`src/rtl/stdout_host_reader_if.sv`:
```
// APB_BUS: minimal APB3 bus bundle with master and slave views.
// Widths are set per instance; the slave reads them through the instance.
interface APB_BUS #(
    parameter int unsigned ADDR_WIDTH = 32,
    parameter int unsigned DATA_WIDTH = 32
);
    logic [ADDR_WIDTH-1:0] paddr;
    logic [DATA_WIDTH-1:0] pwdata;
    logic                  pwrite;
    logic                  psel;
    logic                  penable;
    logic [DATA_WIDTH-1:0] prdata;
    logic                  pready;
    logic                  pslverr;

    modport Master (
        output paddr, pwdata, pwrite, psel, penable,
        input  prdata, pready, pslverr
    );

    modport Slave (
        input  paddr, pwdata, pwrite, psel, penable,
        output prdata, pready, pslverr
    );
endinterface

```
`src/rtl/stdout_host_reader.sv`:
```
// stdout_host_reader: drains a first-word-fall-through stdout FIFO one word
// at a time into a holding register that the host reads over APB. Also keeps
// a sticky overflow flag, a saturating drop counter and a level interrupt.
module stdout_host_reader #(
    parameter int unsigned ADDR_WIDTH     = 32,
    parameter int unsigned DATA_WIDTH     = 32,
    parameter int unsigned DROP_CNT_WIDTH = 16
) (
    input  logic        clk_i,
    input  logic        rst_ni,
    APB_BUS.Slave       apb,
    input  logic [31:0] fifo_dout_i,
    input  logic        fifo_valid_i,
    output logic        fifo_rd_en_o,
    input  logic        fifo_overflow_i,
    output logic        irq_o
);

    typedef enum logic [1:0] {
        S_FILL = 2'd0,
        S_WAIT = 2'd1,
        S_FULL = 2'd2
    } state_t;

    typedef enum logic [1:0] {
        REG_DATA     = 2'd0,
        REG_STATUS   = 2'd1,
        REG_DROP_CNT = 2'd2,
        REG_CTRL     = 2'd3
    } reg_sel_t;

    localparam logic [7:0] CHAR_NEWLINE = 8'h0A;

    state_t                    r_state;
    logic [31:0]               r_hold;
    logic                      r_hold_vld;
    logic                      r_rd_en;
    logic                      r_line_pending;
    logic                      r_armed;
    logic                      r_ovf_sticky;
    logic [DROP_CNT_WIDTH-1:0] r_drop_cnt;
    logic                      r_irq_en;
    logic                      r_irq;

    reg_sel_t                  w_reg_sel;
    logic                      w_access;
    logic                      w_out_of_window;
    logic                      w_err;
    logic                      w_data_rd;
    logic                      w_ctrl_wr;
    logic                      w_clear;
    logic                      w_pop;
    logic [DATA_WIDTH-1:0]     w_prdata;
    logic [31:0]               w_drop_ext;

    // APB decode: address window, register select and error classification.
    assign w_reg_sel       = reg_sel_t'(apb.paddr[3:2]);
    assign w_access        = apb.psel & apb.penable;
    assign w_out_of_window = |apb.paddr[ADDR_WIDTH-1:4];
    assign w_err           = w_out_of_window | (apb.pwrite & (w_reg_sel != REG_CTRL));
    assign w_data_rd       = w_access & ~apb.pwrite & ~w_err & (w_reg_sel == REG_DATA);
    assign w_ctrl_wr       = w_access &  apb.pwrite & ~w_err;
    assign w_clear         = w_ctrl_wr & apb.pwdata[1];
    // A DATA read only consumes the word when one is actually held.
    assign w_pop           = w_data_rd & r_hold_vld & (r_state == S_FULL);

    // Read mux: zero for writes, errors and an empty holding register.
    always_comb begin
        // NOTE: every signal gets a default first so no path leaves it unassigned (no latch).
        w_drop_ext                     = '0;
        w_drop_ext[DROP_CNT_WIDTH-1:0] = r_drop_cnt;
        w_prdata                       = '0;
        if (apb.psel && !apb.pwrite && !w_err) begin
            case (w_reg_sel)
                REG_DATA:     if (r_hold_vld) w_prdata = {1'b1, 7'b0, r_hold[23:0]};
                REG_STATUS:   w_prdata = {28'b0, r_line_pending, r_ovf_sticky, fifo_valid_i, r_hold_vld};
                REG_DROP_CNT: w_prdata = w_drop_ext;
                REG_CTRL:     w_prdata = {31'b0, r_irq_en};
                default:      w_prdata = '0;
            endcase
        end
    end

    assign apb.prdata  = w_prdata;
    assign apb.pready  = 1'b1;
    assign apb.pslverr = apb.psel & w_err;

    // Fill FSM: pop one FIFO word, let the FWFT head advance, then hold it for the host.
    always_ff @(posedge clk_i or negedge rst_ni) begin
        // NOTE: async reset clears every state bit, including the data word, so nothing stale leaks after reset.
        if (!rst_ni) begin
            r_state        <= S_FILL;
            r_hold         <= '0;
            r_hold_vld     <= 1'b0;
            r_rd_en        <= 1'b0;
            r_line_pending <= 1'b0;
            r_armed        <= 1'b0;
        end else begin
            // NOTE: non-blocking assignments so every register samples pre-edge values.
            r_rd_en <= 1'b0;
            // One idle edge after reset before the first pop request.
            r_armed <= 1'b1;
            case (r_state)
                S_FILL: begin
                    if (r_armed && fifo_valid_i) begin
                        r_rd_en        <= 1'b1;
                        r_hold         <= fifo_dout_i;
                        r_line_pending <= (fifo_dout_i[7:0] == CHAR_NEWLINE);
                        r_state        <= S_WAIT;
                    end
                end
                S_WAIT: begin
                    r_hold_vld <= 1'b1;
                    r_state    <= S_FULL;
                end
                S_FULL: begin
                    if (w_pop) begin
                        r_hold_vld     <= 1'b0;
                        r_line_pending <= 1'b0;
                        r_state        <= S_FILL;
                    end
                end
                default: r_state <= S_FILL;
            endcase
        end
    end

    assign fifo_rd_en_o = r_rd_en;

    // Overflow tracking; a same-cycle overflow beats a clear and restarts the count at 1.
    always_ff @(posedge clk_i or negedge rst_ni) begin
        if (!rst_ni) begin
            r_ovf_sticky <= 1'b0;
            r_drop_cnt   <= '0;
        end else if (w_clear) begin
            r_ovf_sticky <= fifo_overflow_i;
            r_drop_cnt   <= fifo_overflow_i ? DROP_CNT_WIDTH'(1) : '0;
        end else if (fifo_overflow_i) begin
            r_ovf_sticky <= 1'b1;
            if (!(&r_drop_cnt)) r_drop_cnt <= r_drop_cnt + 1'b1;
        end
    end

    // CTRL register: only irq_en is stored; the clear bit acts as a strobe.
    always_ff @(posedge clk_i or negedge rst_ni) begin
        if (!rst_ni) begin
            r_irq_en <= 1'b0;
        end else if (w_ctrl_wr) begin
            r_irq_en <= apb.pwdata[0];
        end
    end

    // Registered interrupt level, one cycle behind its causes.
    always_ff @(posedge clk_i or negedge rst_ni) begin
        if (!rst_ni) begin
            r_irq <= 1'b0;
        end else begin
            r_irq <= r_irq_en & (r_hold_vld | r_ovf_sticky);
        end
    end

    assign irq_o = r_irq;

endmodule
```
`src/flat_wrapper.sv`:
```
// flat-port wrapper written by rule: the top's interface ports become plain ports
module stdout_host_reader_flat 
#(
    parameter int unsigned ADDR_WIDTH     = 32,
    parameter int unsigned DATA_WIDTH     = 32,
    parameter int unsigned DROP_CNT_WIDTH = 16
)
  (clk_i, rst_ni, fifo_dout_i, fifo_valid_i, fifo_rd_en_o, fifo_overflow_i, irq_o, apb_paddr, apb_pwdata, apb_pwrite, apb_psel, apb_penable, apb_prdata, apb_pready, apb_pslverr);
  APB_BUS #(.ADDR_WIDTH(ADDR_WIDTH), .DATA_WIDTH(DATA_WIDTH)) apb_i ();
  input  logic clk_i;
  input  logic rst_ni;
  input  logic [31:0] fifo_dout_i;
  input  logic fifo_valid_i;
  output logic fifo_rd_en_o;
  input  logic fifo_overflow_i;
  output logic irq_o;
  input wire logic [$bits(apb_i.paddr)-1:0] apb_paddr;
  input wire logic [$bits(apb_i.pwdata)-1:0] apb_pwdata;
  input wire logic [$bits(apb_i.pwrite)-1:0] apb_pwrite;
  input wire logic [$bits(apb_i.psel)-1:0] apb_psel;
  input wire logic [$bits(apb_i.penable)-1:0] apb_penable;
  output wire logic [$bits(apb_i.prdata)-1:0] apb_prdata;
  output wire logic [$bits(apb_i.pready)-1:0] apb_pready;
  output wire logic [$bits(apb_i.pslverr)-1:0] apb_pslverr;
  assign apb_i.paddr = apb_paddr;
  assign apb_i.pwdata = apb_pwdata;
  assign apb_i.pwrite = apb_pwrite;
  assign apb_i.psel = apb_psel;
  assign apb_i.penable = apb_penable;
  assign apb_prdata = apb_i.prdata;
  assign apb_pready = apb_i.pready;
  assign apb_pslverr = apb_i.pslverr;
  stdout_host_reader #(.ADDR_WIDTH(ADDR_WIDTH), .DATA_WIDTH(DATA_WIDTH), .DROP_CNT_WIDTH(DROP_CNT_WIDTH)) u_core (.clk_i(clk_i), .rst_ni(rst_ni), .apb(apb_i), .fifo_dout_i(fifo_dout_i), .fifo_valid_i(fifo_valid_i), .fifo_rd_en_o(fifo_rd_en_o), .fifo_overflow_i(fifo_overflow_i), .irq_o(irq_o));
endmodule
```
`config.mk`:
```
export PLATFORM = sky130hd
export DESIGN_NAME = stdout_host_reader_flat
export DESIGN_NICKNAME = d
export VERILOG_FILES = /design/src/rtl/stdout_host_reader_if.sv /design/src/rtl/stdout_host_reader.sv /design/src/flat_wrapper.sv
export SDC_FILE = /design/constraint.sdc
export NUM_CORES = 1
export LEC_CHECK = 0
export ABC_AREA = 1
export BUFFER_PORTS_ARGS = -buffer_cell sky130_fd_sc_hd__buf_2
export CORE_ASPECT_RATIO = 2
export CORE_MARGIN = 2
export CORE_UTILIZATION = 50
export CTS_BUF_LIST = sky130_fd_sc_hd__clkbuf_16
export DETAILED_ROUTE_END_ITERATION = 7
export PLACE_DENSITY = 0.88
export SLEW_MARGIN = 20
export SYNTH_ARGS = -nofsm -noshare
export SYNTH_HDL_FRONTEND = slang
export SYNTH_SLANG_ARGS = --single-unit
```
`constraint.sdc`:
```
create_clock -name clk_i -period 5.2 [get_ports clk_i]
set_input_delay 0.52 -clock clk_i [delete_from_list [all_inputs] [get_ports clk_i]]
set_output_delay 0.52 -clock clk_i [all_outputs]
set_load 0.01 [all_outputs]
```
======== Yosys cells after proc, flatten, opt, wreduce, memory -nomap -nowiden ========
Cells that the tools add are included.
cells by class
  add/sub/neg operators ................... 1
  $mul .................................... 0
  div/mod/pow operators ................... 0
  $lt $le $gt $ge ......................... 0
  equality and inequality tests ........... 10
  shift-type cells ........................ 0
  muxes and demuxes ....................... 18
  bitwise operators ....................... 16
  reduce and logical (&&, ||, !) cells .... 17
operator list
  kind                     count
  $pmux W32 S4             1
  $mux W32                 2
  $mux W16                 3
  $reduce_or A28 Y1        1
  $add A16 B1 Y16 const B  1
  $reduce_and A16 Y1       1
  $and A1 B1 Y1            12
  $eq A8 B4 Y1 const B     1
  $reduce_and A2 Y1        4
  $mux W1                  7
  $eq A2 B2 Y1 const B     3
  $ne A2 B1 Y1 const B     3
  $pmux W2 S3              1
  $reduce_bool A2 Y1       3
  $eq A2 B1 Y1 const B     2
  $logic_not A2 Y1         2
  $mux W2                  2
  $pmux W1 S2              2
  $logic_and A1 B1 Y1      3
  $reduce_and A3 Y1        1
  $logic_not A1 Y1         2
  $ne A2 B2 Y1 const B     1
  $not A1 Y1               2
  $or A1 B1 Y1             2
word-level totals
  register bits ........................... 49
  bits in latches ......................... 0
  bits in writable memories ............... 0
  memory bits (read-only) ................. 0
  input bits .............................. 103
  output and inout port bits .............. 36
  word-level logic and storage cells ...... 72
  memories kept ........................... 0

======== Logic depth before layout (Yosys ltp) ========
Gate-level depths: netlist of the first run.
  depth in word-level cells ............... 10
  depth in mapped cells ................... 12
  mapped depth without buffers ............ 11

======== Least setup slack after synthesis of the first run ========
No wires, ideal clock.
  kind .................................... input to output
  from .................................... in apb_paddr[31]
  to ...................................... out apb_prdata[10]
  arrival ................................. 1608 ps
  data required time ...................... 4680 ps
  path slack .............................. 3072 ps
  stages .................................. 10
  cells stage by stage .................... nor2_1 nand2_1 nor2_1 nand2_1 nor2_4 nand2_2 nor2_4 buf_4 nand2_1 nand2_1
on the way
  longest elaborated chain between the ends .. 5
ends and longest elaborated chain
  element              RTL line                  RTL
  from (decl)          flat_wrapper.sv:17        input wire logic [$bits(apb_i.paddr)-1:0] apb_paddr;
  $reduce_or A28 Y1    stdout_host_reader.sv:59  assign w_out_of_window = |apb.paddr[ADDR_WIDTH-1:4];
  $or A1 B1 Y1         stdout_host_reader.sv:60  assign w_err = w_out_of_window | (apb.pwrite & (w_reg_sel != REG_CTRL));
  $logic_not A1 Y1     stdout_host_reader.sv:73  if (apb.psel && !apb.pwrite && !w_err) begin
  $logic_and A1 B1 Y1  stdout_host_reader.sv:73
  $mux W32             stdout_host_reader.sv:73
  to (decl)            flat_wrapper.sv:22        output wire logic [$bits(apb_i.prdata)-1:0] apb_prdata;
No other way between the ends.

======== Worst setup path after layout of the first run ========
  from .................................... in apb_paddr[19]
  to ...................................... out apb_prdata[7]
The elaborated chain is that of the path after synthesis.

==> metrics.md, run 1 <==
| Metric | Value |
|---|---|
| Run status | complete, no violations |
| Sequential area share after synthesis | 42.1% |
| Die width | a little under 60 µm |
| Final Hold Vio Count | 0 |
| Final setup violating endpoints | 0 |
| Final Routed Wirelength | about 6.6 mm |
| Io pins | roughly 140 |
| Final Net Count | 599 |
| Iter 0 DRT Violations | ~110 |
| Largest net degree at the start of global routing | 50 |
| Clock tree buffer depth | 2 |
| Period utilization | around 51% |
| Max reg flops | 24 |
| Slew HR | between 50% and 60% |
| Vias post-DR | 2752 |
| Placed cells | between 500 and 600 |
| # H-tree levels | 2 |
| RSZ-0062 raised after global routing | no |
| Post CTS Setup Buffer Count | 0 |
| GRT overflow | 0 |
| Max cap viols | 0 |
| Mapped Area | approximately 2900 µm² |
| Leading registers by flop count | u_core.r_hold (24), u_core.r_drop_cnt (16), u_core.r_state (2) |
| Vias in the first global route | ~2.7k |
| Worst Hold Class | primary input to async pin |
| Post_cts resized | 0 |
| DRT Pass-1 Iters | 4 |
| Reg clk slew, reported paths | 70 ps |
| Most frequent cells in the layout | nand2_1 (155), buf_2 (89), dfrtp_1 (49) |
| Core Util, Final | about three fifths |
| Rows | 39 |
| Final ANT Viol Nets | 0 |
| Minimum clock period | roughly 2700 ps |
| # fillers | 502 |
| Crit. End Element | output pin |
| Die area | between 6000 and 7000 µm² |
| Layout cells sized above 1 | 24.0% |
| Maximum vdd drop | 0.000296 V |
| Number of non-filler instances in the completed layout | 557 |
| DR DRC count | 0 |
| Synthesis-stage register bit count | a little under 50 |
| PD cells | 242 nW/µm² |
| Die height | approximately 110 µm |
| Unique cell type count in the Yosys netlist | 32 |
| Number of buffers added on ports | 90 |
| Slew Viols, Final | 0 |
| Dpl ws | 2520 ps |
| Pleak | 1.98 nW |
| Startpoint Class | primary input |
| RePlAce Congestion | 0.933 |
| Clk Latency, worst-skew pair | about 280 ps |
| Post-synth ARST share | 100% |
| CP Max Fanout | 13 |
| # hold bufs at CTS | 0 |
| Vias per cell | around 4.9 |
| Ys flop type | dfrtp_1 |
| Clk root buf | clkbuf_16 |
| Setup ws final | roughly 2500 ps |
| Setup TNS | 0 ps |
| Largest Register | u_core.r_hold |
| Worst slew pin tran | 605 ps |
| Clock sink total | 49 |
| Core area | between 5000 and 6000 µm² |
| Post-Route Skew | roughly 6.0 ps |
| Arr. time, crit path | approximately 2100 ps |
| Routed WL per cell | about 12 µm |
| Mapped Cells | between 400 and 500 |
| Fmax | ~380 MHz |
| CTS buffer count | 5 |
| Number of synthesized flops with an enable pin | 0 |
| Area of the multi-input gates | between 1000 and 1500 µm² |
| Initial Util | between 50% and 60% |
| FF+latch area | 1230 µm² |
| Ys Warns | 0 |
| R2R setup slack | roughly 3300 ps |
| Initial antenna violation count | 0 |
| Worst Setup Path Type | primary input to output pin |
| CTS tree | done |
| Diode count | 0 |
| Commonest non-fill, non-tap cell in the layout | nand2_1 |
| Syn Area/Cell | 7.15 µm² |
| Final HPWL DP | ~5.1 mm |
| Tot GR Track Use | 21.7% |
| CP required | 4680 ps |
| First-pass GRT wire length | between 10 and 15 mm |
| P&R area growth vs syn | 19.7% |
==> routing by layer <==
metal | routed length (µm) | vias to the layer above | GRT usage [%] | part of all wire [%]
met4 | 223 | 0 | 10.2 | 3.4
met3 | 240 | 18 | 3.14 | 3.6
met5 | 0 | - | 0 | 0
met2 | 3580 | 85 | 39.0 | 54
li1 | - | 1406 | - | -
met1 | 2580 | 1243 | 24.1 | 39
==> area by class of cell <==
class / count / share of cell area (%)
multi-input combinational: 301 / 40.1
sequential: 49 / 35.2
tap: 61 / 2.19
timing repair buffer: 91 / 13.2
inverter: 47 / 5.13
clock buffer: 5 / 3.59
clock inverter: 3 / 0.539
==> synthesized netlist by cell type, types with 2 or more instances <==
library cell	number	share of area, %
dfrtp_1	49	42
xnor2_1	4	1.2
buf_6	2	0.77
nor3_1	3	0.52
nor2_1	44	5.7
clkbuf_1	4	0.52
nand3_2	2	0.69
nor3_2	2	0.69
nand3_1	25	4.3
a21oi_1	3	0.52
nand2_4	2	0.77
buf_4	10	2.6
nand3b_1	5	1.3
o21bai_1	2	0.52
nand2_1	155	20
nor2_4	2	0.77
nand2_2	5	1.1
conb_1	2	0.26
nor2_2	4	0.86
inv_2	2	0.26
xor2_1	7	2.1
nand4_1	5	1.1
inv_1	44	5.7
o21ai_0	16	2.8
==> report_power, final <==
| part | total, mW | switching (mW) | internal (mW) | leakage, nW |
|---|---|---|---|---|
| Sequential | 0.427 | 0.0284 | 0.399 | 0.607 |
| Clock | 0.314 | 0.138 | 0.176 | 0.0672 |
| Combinational | 0.100 | 0.0550 | 0.0455 | 1.31 |
==> path summary, 6_finish.rpt <==
kind	end	cells past startpoint	start
hold reg to reg	u_core.r_hold[13]$_DFFE_PN0P_	2	u_core.r_hold[13]$_DFFE_PN0P_
hold / removal	u_core.r_drop_cnt[12]$_DFFE_PN0P_	1	rst_ni
max in group asynchronous	u_core.r_drop_cnt[4]$_DFFE_PN0P_	1	rst_ni
setup reg to reg	u_core.r_drop_cnt[7]$_DFFE_PN0P_	10	u_core.r_drop_cnt[0]$_DFFE_PN0P_
setup / recovery	apb_prdata[7]	11	apb_paddr[19]
min in group clk_i	u_core.r_hold[15]$_DFFE_PN0P_	3	fifo_dout_i[15]
==> per-stage QoR <==
step | cell area (µm²) | hold WS (ps) | total power, mW
2_1_floorplan | 2940 | 224 | 0.493
3_3_place_gp | 3340 | 455 | 0.528
3_5_place_dp | 3340 | 459 | 0.534
4_1_cts | 3480 | 433 | 0.847
5_1_grt | 3480 | 305 | 0.877
6_report | 3480 | 241 | 0.842
==> cells by family (layout without fill, tap and decap cells) <==
kind of cell,Yosys count,after routing,synth area share [%]
AO/OA/AOI/OAI,25,25,4.86
XOR/XNOR,11,11,3.31
adder cells (fa/ha/maj),1,1,0.430
buffers and inverters,64,146,10.7
flip-flops,49,49,42.1
other,2,9,0.258
AND/OR/NAND/NOR,255,255,38.3
==> worst max-delay path: stages <==
cell,delay [ps]
buf_2,100
nor2_1,90
nand2_1,60
nor2_1,90
nand2_1,110
nor2_4,220
nand2_2,150
nor2_2,430
nand2_1,100
nand2_1,110
buf_2,140
Note: power is estimated with default switching activity, not from simulation.
==> inputs of run 2 (changes only) <==
Settings changed: CORE_UTILIZATION 50 to 47, PLACE_DENSITY 0.88 to 0.84.
Clock period 5.2 ns to 2.5 ns, I/O delays scaled along.
==> metrics.md, run 2 (synthesis results as in run 1) <==
| Metric | Value |
|---|---|
| DR DRC count | 0 |
| Iter 0 DRT Violations | around 110 |
| Clk root buf | clkbuf_16 |
| Final Net Count | approximately 600 |
| Reg clk slew, reported paths | approximately 70 ps |
| Arr. time, crit path | between 1500 and 2000 ps |
| P&R area growth vs syn | 21.7% |
| Clock tree buffer depth | 2 |
| Setup ws final | between 300 and 400 ps |
| Worst Hold Class | primary input to register |
| Max cap viols | 0 |
| Commonest non-fill, non-tap cell in the layout | nand2_1 |
| # H-tree levels | 2 |
| Final Routed Wirelength | ~6.9 mm |
| Vias per cell | 5.00 |
| Setup TNS | 0 ps |
| Fmax | 470 MHz |
| Die height | roughly 120 µm |
| Maximum vdd drop | 0.000414 V |
| Final ANT Viol Nets | 0 |
| Initial Util | between 40% and 50% |
| Final Hold Vio Count | 0 |
| Number of buffers added on ports | 90 |
| Max reg flops | 24 |
| Core area | 6010 µm² |
| PD cells | approximately 530 nW/µm² |
| Rows | 40 |
| Worst slew pin tran | roughly 570 ps |
| Startpoint Class | primary input |
| First-pass GRT wire length | ~12 mm |
| Routed WL per cell | 12.3 µm |
| Die width | about 60 µm |
| Post CTS Setup Buffer Count | 0 |
| Vias in the first global route | 2717 |
| CP required | between 2000 and 2500 ps |
| Pleak | 2.02 nW |
| Vias post-DR | 2815 |
| Dpl ws | 381 ps |
| Diode count | 0 |
| Period utilization | 85.1% |
| Io pins | 139 |
| Total power | 1.87 mW |
| CP Max Fanout | 15 |
| Tot GR Track Use | a little over a fifth |
| Clk Latency, worst-skew pair | 300 ps |
| Run status | complete, no violations |
| Initial antenna violation count | 0 |
| RSZ-0062 raised after global routing | no |
| Slew HR | around three fifths |
| Most frequent cells in the layout | nand2_1 (155), buf_2 (90), dfrtp_1 (49) |
| Minimum clock period | 2130 ps |
| Leading registers by flop count | u_core.r_hold (24), u_core.r_drop_cnt (16), u_core.r_state (2) |
| RePlAce Congestion | between 0.8 and 0.9 |
| Largest Register | u_core.r_hold |
| Crit. End Element | output pin |
| GRT overflow | 0 |
| Layout cells sized above 1 | around 24% |
| Post-Route Skew | ~7.8 ps |
| Slew Viols, Final | 0 |
| Final setup violating endpoints | 0 |
| CTS buffer count | 5 |
| Clock sink total | 49 |
| Die area | around 7000 µm² |
| Largest net degree at the start of global routing | 29 |
| DRT Pass-1 Iters | 5 |
| CTS tree | done |
| Worst Setup Path Type | primary input to output pin |
| Final HPWL DP | ~5.3 mm |
-- run 2: cell types whose count changed in the layout (fill, tap and decap cells not counted) --
cell | previous run | this run
buf_2 | 89 | 90
buf_4 | 2 | 4
bufinv_16 | 0 | 1
clkinv_4 | 0 | 1
clkinvlp_4 | 2 | 0
dlygate4sd3_1 | 0 | 1
-- run 2: worst paths after layout --
| check | start | slack, ps | to | cells after the start |
|---|---|---|---|---|
| worst min register to register | u_core.r_hold[13]$_DFFE_PN0P_ | 470 | u_core.r_hold[13]$_DFFE_PN0P_ | 2 |
| worst max-delay path | apb_paddr[31] | 370 | apb_prdata[21] | 11 |
| worst max register to register | u_core.r_drop_cnt[0]$_DFFE_PN0P_ | 570 | u_core.r_drop_cnt[15]$_DFFE_PN0P_ | 11 |
| worst min-delay path | fifo_dout_i[9] | 160 | u_core.r_hold[9]$_DFFE_PN0P_ | 3 |
| max in group asynchronous | rst_ni | 1540 | u_core.r_hold[6]$_DFFE_PN0P_ | 3 |
| min in group asynchronous | rst_ni | 400 | u_core.r_drop_cnt[6]$_DFFE_PN0P_ | 2 |
-- run 2: power breakdown --
part / leakage [nW] / switching [mW] / internal, mW
Sequential: 0.607 / 0.0624 / 0.830
Clock: 0.0852 / 0.296 / 0.470
Combinational: 1.32 / 0.116 / 0.0971
-- run 2: critical path, stage by stage --
cell and delay (ps):
buf_2 90, nor2_1 150, nand2_1 70, nor2_1 110
nand2_1 90, nor2_4 200, nand2_2 150, nor2_4 290
inv_1 220, nor2_1 120, buf_2 140
-- run 2: layout make-up --
type,count,area [µm²]
repair buffers,95,490
inverters,47,179
clock inverters,3,42.5
well taps,63,78.8
flip-flops and latches,49,1230
multi-input cells,301,1400
clock buffers,5,125
fillers,560,2460
-- run 2: timing repair --
action	4_1_cts	5_1_grt
hold endpoints to repair	13	0
resized for setup	0	0
hold buffers	1	0
endpoints found under the setup margin	0	0
-- run 2: per-stage QoR --
stage / hold WS [ps] / cell area, µm² / util (%) / instances
after floorplan: -45.6 / 2940 / - / 414
after global placement: 176 / 3360 / 56.0 / 554
after detailed placement: 184 / 3360 / 56.0 / 554
after CTS: 154 / 3540 / 59.0 / 563
after global routing: 157 / 3540 / 59.0 / 563
final: 155 / 3540 / 59.0 / 563
-- run 2: layer usage --
layer  GRT usage (%)  vias up  share of wire [%]
met5               0        -                  0
met4            9.48        0                2.1
met3            4.27       12                5.2
met2            38.6      104                 55
met1            23.9     1282                 38
li1                -     1417                  -
==> inputs of run 3 (changes only) <==
Settings changed: CORE_MARGIN 2 to 3, CTS_CLUSTER_SIZE from default to 30.
==> metrics.md, run 3 (synthesis results as in run 1) <==
| Metric | Value |
|---|---|
| # H-tree levels | 2 |
| Run status | complete, no violations |
| PD cells | roughly 500 nW/µm² |
| Initial Util | between 40 and 50% |
| # fillers | 542 |
| Internal | between 1 and 1.5 mW |
| Vias in the first global route | between 2k and 3k |
| Crit-path cells | buf_2 -> nor2_1 -> nand2_1 -> nor2_1 -> nand2_1 -> nor2_4 -> nand2_2 -> nor2_4 -> inv_1 -> nor2_1 -> buf_2 |
| Slew HR | approximately 60% |
| Post_cts resized | 0 |
| Most frequent cells in the layout | nand2_1 (155), buf_2 (90), dfrtp_1 (49) |
| Dpl ws | approximately 360 ps |
| Die height | ~120 µm |
| Vias post-DR | 2789 |
| Vias per cell | 4.96 |
| CP required | ~2300 ps |
| Arr. time, crit path | around 1900 ps |
| Setup ws final | around 360 ps |
| Clk root buf | clkbuf_16 |
| Clk pwr share | 37.3% |
| Worst Hold Class | primary input to register |
| Setup TNS | 0 ps |
| Pleak | 1.99 nW |
| Die area | 7230 µm² |
| Minimum clock period | roughly 2100 ps |
| Reg clk slew, reported paths | ~60 ps |
| CP Max Fanout | 15 |
| Slew Viols, Final | 0 |
| Core area | around 6000 µm² |
| Final Net Count | roughly 600 |
| Diode count | 0 |
| Critical Path Most Common Cell | nor2_1 |
| Initial antenna violation count | 0 |
| Final ANT Viol Nets | 0 |
| Sw power | approximately 0.47 mW |
| Routed WL per cell | between 10 and 15 µm |
| CTS buffer count | 5 |
| Seq pwr share | around half |
| Die width | around 60 µm |
| Final Hold Vio Count | 0 |
| Max cap viols | 0 |
| Fmax | about 470 MHz |
| Clock tree buffer depth | 2 |
| Worst slew pin tran | 593 ps |
| Area of the multi-input gates | between 1000 and 1500 µm² |
| DRT Pass-1 Iters | 4 |
| Final setup violating endpoints | 0 |
| Post CTS Setup Buffer Count | 0 |
| R2R depth | 10 |
| Largest Register | u_core.r_hold |
| Worst Hold Path Cells | 3 |
| Tot GR Track Use | approximately a fifth |
| FF+latch area | between 1000 and 1500 µm² |
| Startpoint Class | primary input |
| Worst Setup Path Type | primary input to output pin |
| First-pass GRT wire length | about 11 mm |
| Switching share of power | 26.5% |
| Post-Route Skew | 1.84 ps |
| CTS tree | done |
| Final Routed Wirelength | ~7 mm |
| Rows | 40 |
| P&R area growth vs syn | 20.6% |
| CP max-delay cell | nor2_4 |
| Clk Latency, worst-skew pair | just under 300 ps |
| DR DRC count | 0 |
| Commonest non-fill, non-tap cell in the layout | nand2_1 |
| Largest net degree at the start of global routing | 30 |
| Crit. End Element | output pin |
| RSZ-0062 raised after global routing | no |
| Number of buffers added on ports | 90 |
| Worst stage delay on the critical path | 290 ps |
| Part of the power in combinational logic | between 10% and 20% |
| Clock sink total | 49 |
| Layout cells sized above 1 | between 20% and 30% |
| Final HPWL DP | roughly 5.3 mm |
| Leading registers by flop count | u_core.r_hold (24), u_core.r_drop_cnt (16), u_core.r_state (2) |
| GRT overflow | 0 |
| Max reg flops | 24 |
| Maximum vdd drop | 0.000423 V |
| Iter 0 DRT Violations | between 100 and 150 |
| Io pins | around 140 |
| RePlAce Congestion | roughly 0.86 |
| Period utilization | between 80% and 90% |
[run 3: cell types whose count changed in the layout (fill, tap and decap cells not counted), sizes merged]
| cell | previous run | this run |
|---|---|---|
| clkinv | 1 | 0 |
| bufinv | 1 | 0 |
| buf | 94 | 93 |
| clkinvlp | 0 | 2 |
[run 3: worst paths after layout]
check                                                 start                                 to  slack [ps]
setup / recovery                              apb_paddr[29]                     apb_prdata[19]         360
hold / removal                              fifo_dout_i[14]      u_core.r_hold[14]$_DFFE_PN0P_         150
setup reg to reg           u_core.r_drop_cnt[0]$_DFFE_PN0P_  u_core.r_drop_cnt[10]$_DFFE_PN0P_         610
hold reg to reg                u_core.r_hold[3]$_DFFE_PN0P_       u_core.r_hold[3]$_DFFE_PN0P_         480
max in group asynchronous                            rst_ni      u_core.r_hold[21]$_DFFE_PN0P_        1310
min in group asynchronous                            rst_ni       u_core.r_hold[9]$_DFFE_PN0P_         450
[run 3: metrics by stage]
stage / hold WS, ps / std cells / cell area [µm²] / utilization [%] / power [mW]
6_report: 154 / 562 / 3510 / 58.4 / 1.76
5_1_grt: 155 / 562 / 3510 / 58.4 / 1.84
4_1_cts: 152 / 562 / 3510 / 58.4 / 1.77
3_5_place_dp: 241 / 553 / 3360 / 55.9 / 1.11
3_3_place_gp: 237 / 553 / 3360 / 55.9 / 1.10
2_1_floorplan: -45.6 / 414 / 2940 / - / 1.03
[run 3: per-layer routing]
| layer | vias up | track usage [%] | wire (µm) |
|---|---|---|---|
| li1 | 1417 | - | - |
| met1 | 1283 | 21.7 | 2630 |
| met2 | 76 | 36.0 | 3820 |
| met3 | 13 | 3.40 | 267 |
| met4 | 0 | 7.93 | 161 |
| met5 | - | 0 | 0 |
[run 3: timing repair]
action,in CTS,in global routing
hold endpoints to repair,20,0
hold buffers,1,0
endpoints found under the setup margin,0,0
[run 3: critical path, delay by kind of cell]
kind | cells | cell delay, ps
buf+inv | 3 | 460
simple gates | 8 | 1190
[run 3: final cells by class]
| type | count | share of cell area (%) |
|---|---|---|
| clock inverters | 3 | 0.535 |
| clock buffers | 5 | 3.57 |
| flip-flops and latches | 49 | 34.9 |
| well taps | 63 | 2.25 |
| multi-input cells | 301 | 39.9 |
| repair buffers | 94 | 13.8 |
| inverters | 47 | 5.10 |
[run 3: power groups by stage]
stage / Combinational, mW / Sequential (mW) / Clock (mW)
after global placement: 0.199 / 0.901 / 0
final: 0.210 / 0.893 / 0.657
after CTS: 0.211 / 0.890 / 0.669
after detailed placement: 0.208 / 0.906 / 0
after floorplan: 0.135 / 0.891 / 0
after global routing: 0.237 / 0.896 / 0.707
